$ cat src/rtl/alu_share_arb.sv
// Shares one ALU between two request ports with round-robin arbitration,
// one-entry response buffers and per-port {Z,V,N} flag registers.
module alu_share_arb #(
    parameter logic [2:0] FLAGS_RST  = 3'b000,
    parameter bit         FIRST_PORT = 1'b0
) (
    input  logic        clk,
    input  logic        rst_n,
    input  logic        p0_req_valid,
    output logic        p0_req_ready,
    input  logic [3:0]  p0_opcode,
    input  logic [15:0] p0_a,
    input  logic [15:0] p0_b,
    output logic        p0_resp_valid,
    input  logic        p0_resp_ready,
    output logic [15:0] p0_result,
    output logic        p0_err,
    output logic [2:0]  p0_flags,
    input  logic        p1_req_valid,
    output logic        p1_req_ready,
    input  logic [3:0]  p1_opcode,
    input  logic [15:0] p1_a,
    input  logic [15:0] p1_b,
    output logic        p1_resp_valid,
    input  logic        p1_resp_ready,
    output logic [15:0] p1_result,
    output logic        p1_err,
    output logic [2:0]  p1_flags,
    output logic [3:0]  alu_opcode,
    output logic [15:0] alu_in1,
    output logic [15:0] alu_in2,
    input  logic [15:0] alu_result,
    input  logic [2:0]  alu_flags
);

    logic elig0, elig1;
    logic gnt0, gnt1;
    logic prio;
    logic illegal;
    logic [15:0] cap_result;

    // Only the selected flag bits are sampled, so X on unused bits is harmless.
    function automatic logic [2:0] next_flags(
        input logic [3:0] op,
        input logic [2:0] cur,
        input logic [2:0] af
    );
        logic [2:0] nf;
        nf = cur;
        case (op)
            4'b0000, 4'b0001: nf = af;
            4'b0010, 4'b0100,
            4'b0101, 4'b0110: nf = {af[2], cur[1:0]};
            default:          nf = cur;
        endcase
        return nf;
    endfunction

    assign elig0 = p0_req_valid & (~p0_resp_valid | p0_resp_ready);
    assign elig1 = p1_req_valid & (~p1_resp_valid | p1_resp_ready);

    // prio names the port that wins when both are eligible.
    assign gnt0 = elig0 & (~elig1 | ~prio);
    assign gnt1 = elig1 & (~elig0 | prio);

    assign p0_req_ready = gnt0;
    assign p1_req_ready = gnt1;

    always_comb begin
        alu_opcode = 4'b1111;
        alu_in1    = 16'h0000;
        alu_in2    = 16'h0000;
        unique case (1'b1)
            gnt0: begin
                alu_opcode = p0_opcode;
                alu_in1    = p0_a;
                alu_in2    = p0_b;
            end
            gnt1: begin
                alu_opcode = p1_opcode;
                alu_in1    = p1_a;
                alu_in2    = p1_b;
            end
            default: ;
        endcase
    end

    assign illegal    = (alu_opcode >= 4'b1010);
    assign cap_result = illegal ? 16'hFFFF : alu_result;

    always_ff @(posedge clk or negedge rst_n) begin
        if (!rst_n) begin
            prio <= FIRST_PORT;
        end else if (gnt0) begin
            prio <= 1'b1;
        end else if (gnt1) begin
            prio <= 1'b0;
        end
    end

    always_ff @(posedge clk or negedge rst_n) begin
        if (!rst_n) begin
            p0_resp_valid <= 1'b0;
            p0_result     <= 16'h0000;
            p0_err        <= 1'b0;
            p0_flags      <= FLAGS_RST;
        end else if (gnt0) begin
            p0_resp_valid <= 1'b1;
            p0_result     <= cap_result;
            p0_err        <= illegal;
            p0_flags      <= next_flags(alu_opcode, p0_flags, alu_flags);
        end else if (p0_resp_ready) begin
            p0_resp_valid <= 1'b0;
        end
    end

    always_ff @(posedge clk or negedge rst_n) begin
        if (!rst_n) begin
            p1_resp_valid <= 1'b0;
            p1_result     <= 16'h0000;
            p1_err        <= 1'b0;
            p1_flags      <= FLAGS_RST;
        end else if (gnt1) begin
            p1_resp_valid <= 1'b1;
            p1_result     <= cap_result;
            p1_err        <= illegal;
            p1_flags      <= next_flags(alu_opcode, p1_flags, alu_flags);
        end else if (p1_resp_ready) begin
            p1_resp_valid <= 1'b0;
        end
    end

endmodule

$ cat config.mk
export PLATFORM = sky130hd
export DESIGN_NAME = alu_share_arb
export DESIGN_NICKNAME = d
export VERILOG_FILES = /design/src/rtl/alu_share_arb.sv
export SDC_FILE = /design/constraint.sdc
export NUM_CORES = 1
export LEC_CHECK = 0
export BUFFER_PORTS_ARGS = -buffer_cell sky130_fd_sc_hd__buf_2
export CAP_MARGIN = 30
export CORE_MARGIN = 4
export CORE_UTILIZATION = 25
export CTS_CLUSTER_SIZE = 14
export DETAILED_ROUTE_END_ITERATION = 6
export PLACE_DENSITY_LB_ADDON = 0.05
export REMOVE_ABC_BUFFERS = 1
export SYNTH_ARGS = -nofsm -noshare
export SYNTH_HDL_FRONTEND = slang
export SYNTH_SLANG_ARGS = --single-unit
$ cat constraint.sdc
create_clock -name clk -period 2.1 [get_ports clk]
set_clock_uncertainty 0.15 [all_clocks]
set_input_delay 0.42 -clock clk [delete_from_list [all_inputs] [get_ports clk]]
set_output_delay 0.42 -clock clk [all_outputs]
set_load 0.02 [all_outputs]
* Word level (Yosys, flattened, before mapping)
Cells that the tools add are included.
** Word-level totals
- Register bits :: 43
- Latch bits :: 0
- Bits in writable memories :: 0
- Bits in read-only memories :: 0
- Input bits :: 97
- Logic and storage cells :: 53
- Memories :: 0
** Cells by class
- Add/sub/neg operators :: 0
- $mul :: 0
- Div/mod/pow operators :: 0
- Order comparisons :: 1
- Eq/ne operators :: 5
- Shifts and indexed selects :: 0
- Mux-type cells :: 11
- Bitwise operators :: 14
- Reduce and logical (&&, ||, !) cells :: 11
** Operators with widths (number)
- $pmux W16 S2 :: 2
- $mux W16 :: 1
- $eq A4 B3 Y1 const B :: 3
- $pmux W4 S2 :: 1
- $reduce_bool A2 Y1 :: 4
- $mux W1 :: 6
- $not A1 Y1 :: 6
- $pmux W3 S2 :: 1
- $reduce_and A3 Y1 :: 2
- $and A1 B1 Y1 :: 4
- $eq A4 B1 Y1 const B :: 1
- $eq A4 B2 Y1 const B :: 1
- $ge A4 B4 Y1 const B :: 1
- $logic_not A4 Y1 :: 1
- $or A1 B1 Y1 :: 4
- $reduce_and A2 Y1 :: 2
- $reduce_or A4 Y1 :: 1
- $reduce_or A2 Y1 :: 1

* Depth between registers and ports, before layout
Gate-level depths: netlist of the first run.
- Depth in word-level cells :: 11
- Mapped depth :: 8
- Gate-level depth less buffers :: 6

* Worst setup path after synthesis of the first run
OpenSTA, ideal clock, no wires.
- Path kind :: reg-to-reg
- Start point :: register p0_resp_valid
- End point :: register p1_flags[0]
- Setup time :: 125 ps
- Data arrival time :: 2107 ps
- Data required time :: 1825 ps
- Setup slack :: -282 ps
- Stages on the path, launching flop included :: 7
- Buffers on the path :: 1
- Clock period less this slack :: 2382 ps
- Path through :: dfrtp_1 -> nor2b_1 -> a311o_1 -> buf_6 -> o22a_4 -> or4_4 -> mux2_4
** On the way
- Longest elaborated chain between the ends :: 11
- Elaborated cells on any way between the ends :: 18
** RTL lines
- start: declaration :: line 14 : output logic p0_resp_valid,
- start signal: assignment :: line 103 : p0_resp_valid <= 1'b0;
- start signal: assignment :: line 108 : p0_resp_valid <= 1'b1;
- start signal: assignment :: line 113 : p0_resp_valid <= 1'b0;
- $not A1 Y1 (*) :: line 59 : assign elig0 = p0_req_valid & (~p0_resp_valid | p0_resp_ready);
- $or A1 B1 Y1 (*) :: line 59
- $and A1 B1 Y1 (*) :: line 59
- $not A1 Y1 :: line 64 : assign gnt1 = elig1 & (~elig0 | prio);
- $or A1 B1 Y1 :: line 64
- $and A1 B1 Y1 :: line 64
- $pmux W4 S2 (*) :: line 73 : unique case (1'b1)
- named net alu_opcode[2] :: line 29 : output logic [3:0] alu_opcode,
- $eq A4 B2 Y1 or $eq A4 B3 Y1 (tied branches) :: line 50 : case (op)
- $reduce_or A4 Y1 :: line 50
- $not A1 Y1 (no source line)
- $reduce_and A3 Y1 (no source line) (*)
- end signal: assignment :: line 127 : p1_flags <= next_flags(alu_opcode, p1_flags, alu_flags);
- end: declaration :: line 28 : output logic [2:0] p1_flags,
Mark *: on every way through the listed nets, which the timed path passes. The rest lies on a longest branch.
A chain may end at the register's enable or synchronous reset.

* Final worst setup path of the first run
- Start point :: register p0_resp_valid
- End point :: output port alu_in1[0]
** On the way
- Longest elaborated chain between the ends :: 7
- Elaborated cells on any way between the ends :: 8
** RTL lines
- $not A1 Y1 (*) :: line 59
- $or A1 B1 Y1 (*) :: line 59
- $and A1 B1 Y1 (*) :: line 59
- $not A1 Y1 :: line 64
- $or A1 B1 Y1 :: line 64
- $and A1 B1 Y1 :: line 64
- $pmux W16 S2 (*) :: line 73
- end: declaration :: line 30 : output logic [15:0] alu_in1,
Mark *: on every way between the ends. The rest lies on a longest branch, timed or not.

==> results of run 1 <==
Yosys cell counts (all sizes together):
master	n
nand2	9
a22o	32
mux2	6
a31oi	1
a311o	1
or4	1
dfrtp	43
a21oi	33
inv	3
o21ai	4
clkbuf	12
nor2b	1
buf	6
nand2b	2
nor2	64
o311ai	1
o22a	4
nor3	1
a211oi	2
logic make-up (layout without fill, tap and decap cells):
kind of cell / after synthesis / after routing / synth area share, %
AOI/OAI and AO/OA: 78 / 78 / 26.32
DFF: 43 / 43 / 50.86
muxes: 6 / 6 / 3.548
buffers and inverters: 21 / 235 / 4.317
and+or+nand+nor: 78 / 78 / 14.96
other: 0 / 2 / 0
layout make-up:
| cell class | count | area (sq um) |
|---|---|---|
| Fill cell | 781 | 4040 |
| Sequential cell | 43 | 1077 |
| Inverter | 3 | 13.76 |
| Clock buffer | 6 | 72.57 |
| Tap cell | 105 | 131.4 |
| Multi-Input combinational cell | 162 | 1152 |
| Antenna cell | 2 | 5.005 |
| Timing Repair Buffer | 226 | 1724 |
state kept, by name, summed over array words and instances, names as in the netlist:
name and count:
p0_result 16, p1_result 16, p0_flags 3, p1_flags 3, p0_err 1, p0_resp_valid 1
p1_err 1, p1_resp_valid 1, prio 1
power breakdown:
group / leakage (nW) / total [mW] / internal (mW) / switching, mW
registers: 0.443 / 1.15 / 1.03 / 0.117
clock network: 0.0371 / 0.473 / 0.222 / 0.252
logic: 1.50 / 2.03 / 0.970 / 1.06
total: 1.98 / 3.65 / 2.22 / 1.43
per-stage QoR:
stage	total power, mW	setup slack (ps)	cell area (sq um)	util, %	instances
6_report	3.653	-327.8	4177	50.83	547
2_1_floorplan	1.957	-1499	2036	-	208
3_5_place_dp	2.612	-307.6	3249	39.55	509
5_1_grt	3.877	-376.0	4177	50.83	547
3_3_place_gp	2.610	-294.9	3249	39.55	509
4_1_cts	3.515	-313.7	3924	47.75	540
layer usage:
metal | GRT usage (%) | vias up
li1 | - | 1225
met1 | 20.82 | 1253
met2 | 32.68 | 113
met3 | 3.961 | 11
met4 | 5.596 | 0
met5 | 0 | -
worst paths after layout:
path,from,endpoint,slack (ps)
setup reg to reg,p0_resp_valid,p1_flags[0],-290
setup / recovery,p0_resp_valid,alu_in1[0],-330
hold reg to reg,p0_err,p0_err,340
hold / removal,alu_flags[1],p1_flags[1],230
max in group asynchronous,rst_n,prio,800
min in group asynchronous,rst_n,p1_result[15],480
timing repair:
item	CTS	global route
hold buffers	1	0
setup endpoints to repair	76	76
gates cloned	6	4
setup buffers	19	4
resized for setup	91	48
endpoints found under the hold margin	20	0
pin swaps	14	15
worst max-delay path: stages, from the launching register on:
cell and delay [ps]:
dfrtp_1 400, nor2b_4 140, a311o_1 330, inv_2 90, buf_6 100, buf_12 110
buf_12 110, a22o_1 160, buf_6 120
==> results_dict.tcl, run 1 <==
set metrics [dict create \
    grt.overflow.total 0 \
    critPathKind "register to primary output" \
    drt-vias-per-instance 4.757 \
    hp-class "input pin to register" \
    port_buffers 176 \
    initial_core_util_pct 25.75 \
    drc 0 \
    timing.hold.ws_ps 234.2 \
    grt_max_degree 24 \
    yosys.area.top_type "dfrtp_1" \
    die_area_sq_mm 0.009999 \
    drv_cap 0 \
    finalSetupTns_ps -15640 \
    final_cell_mix "139 x buf_2, 64 x nor2_1, 42 x dfrtp_1" \
    drive_above_1_share_pct 64.09 \
    nets 538 \
    synth_top_cells_by_area "dfrtp_1 51%, a22o_1 13%, nor2_1 11%, a21oi_1 7.8%, clkbuf_1 2.1%" \
    wl_met3_um 702 \
    setup_violations 76 \
    outcome "finished with violations" \
    dp_hpwl_um 6406 \
    finalWeightedCongestion 0.7807 \
    cts.path.max_buffers 2 \
    antenna_found_initial 2 \
    drtIter0Drc 65 \
    worstSetupEndpointType "primary output" \
    synth_top_area_share_pct 50.86 \
    cts_made_buffers 5 \
    cp.required_ps 1530 \
    syn_avg_cell_area_sq_um 9.362 \
    dieWidth_um 100.0 \
    clk_latency_ps 280 \
    synthToLayoutAreaGrowth_pct 97.40 \
    grt_pass1_wl_um 13940 \
    htreeDepth 2 \
    core_area_sq_mm 0.008217 \
    slew_violations 0 \
    wl_per_cell_um 17.71 \
    power.density_mw_per_mm2 874.5 \
    p_leak_nw 1.984 \
    layout_commonest_cell "buf_2" \
    start_kind "register" \
    path_max_fanout 5 \
    num_rows 33 \
    worst_pin_slew_ps 513.7 \
    period_share_pct 115.6 \
    rsz0062_at_grt "true" \
    cp_data_arrival_time_ps 1860 \
    worstHoldPathCells 2 \
    postSynthCellCount 226 \
    cts_tree "yes" \
    drtPass1Iterations 4 \
    violations "negative setup slack" \
    max_freq_mhz 411.9 \
    grt_use_total_pct 17.92 \
    grt_pass1_vias 2575 \
    path_clk_slew_ps 70 \
    cts.sinks 43 \
    num_vias 2602 \
    yosysSeqAreaShare_pct 50.86 \
    drt-met1-wl_um 3764 \
    synth_seq_cells 43 \
    relSlewSlack_pct 65.75 \
    r2r.worst_path.cells 7 \
    drt-total-wl_um 9687 \
    finalCriticalPeriod_ps 2428 \
    ir_drop_uv 442.2 \
    hold_viol 0 \
    timing.final.ws_setup_ps -327.8 \
    io_pins 177 \
    synth_cell_types 25 \
    synth_area_sq_mm 0.002116 \
    ys_warn_count 0 \
    cts_root_buffer "clkbuf_8" \
    fp.dieH_um 100.0 \
    postRouteAntennaNets 0 \
    routed.top_layer "met4" \
    met2_length_um 5033 \
]
Note: power is estimated with default switching activity, not from simulation.
==> run 2: changes to the inputs <==
--- a/config.mk
+++ b/config.mk
@@ -11,7 +11,6 @@
 export CORE_UTILIZATION = 25
 export CTS_CLUSTER_SIZE = 14
 export DETAILED_ROUTE_END_ITERATION = 6
-export PLACE_DENSITY_LB_ADDON = 0.05
 export REMOVE_ABC_BUFFERS = 1
 export SYNTH_ARGS = -nofsm -noshare
 export SYNTH_HDL_FRONTEND = slang
==> run 2 against run 1 <==
  * The run still ends with negative setup slack left
  * Total power rose by 5.4%
  * Clock power rose by 47%
  * First-iteration DRC count fell by 38%
  * Clock-buffer cell count did not move
  * Utilization rose by 0.38 points
  * Hold slack got worse by 17 ps
  * Wire length fell by 3.8%
  * Critical endpoint is now alu_in2[1]
  * Largest power group unchanged
==> results_dict.tcl, run 2 (same netlist as run 1, synthesis figures left out) <==
set metrics [dict create \
    power.density_mw_per_mm2 915.0 \
    drt-vias-per-instance 4.767 \
    final_cell_mix "144 x buf_2, 64 x nor2_1, 43 x dfrtp_1" \
    stdcell_area_sq_mm 0.004208 \
    drc 0 \
    num_rows 33 \
    grt_max_degree 19 \
    hp-class "input pin to register" \
    rsz0062_at_grt "true" \
    postRouteAntennaNets 0 \
    cp_data_arrival_time_ps 1830 \
    layout_commonest_cell "buf_2" \
    cp_slowest_stage_delay_ps 390 \
    io_pins 177 \
    relSlewSlack_pct 71.10 \
    antenna_found_initial 0 \
    drv_cap 0 \
    p_leak_nw 1.992 \
    drtIter0Drc 40 \
    power_mw 3.850 \
    synthToLayoutAreaGrowth_pct 98.88 \
    outcome "finished with violations" \
    slew_violations 0 \
    dp_hpwl_um 6486 \
    cts_tree "yes" \
    grt_pass1_vias 2674 \
    largestRegisters "p0_result (16), p1_result (16)" \
    max_freq_mhz 415.8 \
    timing.hold.ws_ps 217.7 \
    cts_root_buffer "clkbuf_8" \
    cp.required_ps 1530 \
    initial_core_util_pct 25.75 \
    cts.sinks 43 \
    diodes 0 \
    critPathKind "register to primary output" \
    finalCriticalPeriod_ps 2405 \
    ir_drop_uv 538.7 \
    violations "negative setup slack" \
    dieWidth_um 100.0 \
    cts.path.max_buffers 2 \
    htreeDepth 2 \
    hold_viol 0 \
    setup_violations 74 \
    worstSetupEndpointType "primary output" \
    path_clk_slew_ps 90 \
    cp_common_cell "buf_6" \
    fp.dieH_um 100.0 \
    timing.final.ws_setup_ps -304.8 \
    nets 535 \
    path_max_fanout 8 \
    worst_pin_slew_ps 433.6 \
    core_area_sq_mm 0.008217 \
    drt-total-wl_um 9319 \
    cts_made_buffers 5 \
    drive_above_1_share_pct 64.92 \
    critPathSlowestCell "dfrtp_1" \
    clk_latency_ps 290 \
    path_cells "nor2b_4 > o311ai_4 > buf_6 > clkinv_8 > clkbuf_16 > a22o_1 > buf_6" \
    num_vias 2593 \
    grt_pass1_wl_um 13770 \
    grt_use_total_pct 17.41 \
    grt.overflow.total 0 \
    start_kind "register" \
    wl_per_cell_um 17.13 \
    drtPass1Iterations 4 \
    port_buffers 176 \
    period_share_pct 114.5 \
    place_ws_ps -405.1 \
    finalWeightedCongestion 0.9543 \
    placed_area_sq_mm 0.003272 \
    die_area_sq_mm 0.009999 \
]
-- run 2: final cells by class --
cell class	instances	area, sq um
Clock buffer	6	82.58
Clock inverter	2	38.79
Fill cell	771	4009
Inverter	3	36.28
Multi-Input combinational cell	162	1146
Sequential cell	43	1076
Tap cell	105	131.4
Timing Repair Buffer	223	1697
-- run 2: report_power, final --
part           leakage (nW)  internal, mW  switching (mW)
sequential            0.444          1.03           0.113
combinational          1.49         0.959            1.06
clock                0.0618         0.392           0.301
total                  1.99          2.38            1.47
-- run 2: path summary, 6_finish.rpt --
path	cells after the start	end	startpoint	slack (ps)
max reg2reg	11	p1_result[2]	p0_resp_valid	-170
min in group asynchronous	2	p0_result[7]	rst_n	440
max in group asynchronous	3	p1_result[2]	rst_n	750
min	2	prio	p1_req_valid	220
max	7	alu_in2[1]	p0_resp_valid	-300
min reg2reg	1	p0_flags[0]	p0_flags[0]	360
-- run 2: what timing repair did --
action | 4_1_cts | 5_1_grt
pin swaps | 9 | 34
gates resized for setup | 89 | 62
hold buffers | 1 | 0
setup endpoints to repair | 76 | 78
hold endpoints to repair | 16 | 0
cloned | 7 | 1
buffers inserted | 18 | 4
-- run 2: routing by layer --
metal,vias to the layer above,GRT usage [%],routed length (um)
li1,1217,-,-
met1,1238,21.34,3699
met2,126,31.50,4753
met3,12,3.336,718
met4,0,4.041,148
met5,-,0,0
-- run 2: worst max-delay path: cells and delay by family (launching register included) --
kind	cells	cell delay, ps
and+or+nand+nor	1	140
buffers and inverters	4	530
DFF	1	390
AOI/OAI and AO/OA	2	470
-- run 2: stage by stage --
stage | utilization, % | setup TNS [ps] | std cells
6_report | 51.21 | -15040 | 544
4_1_cts | 49.11 | -19340 | 545
5_1_grt | 51.21 | -20950 | 544
3_5_place_dp | 39.82 | -22360 | 512
3_3_place_gp | 39.82 | -21890 | 512
2_1_floorplan | - | -91910 | 208
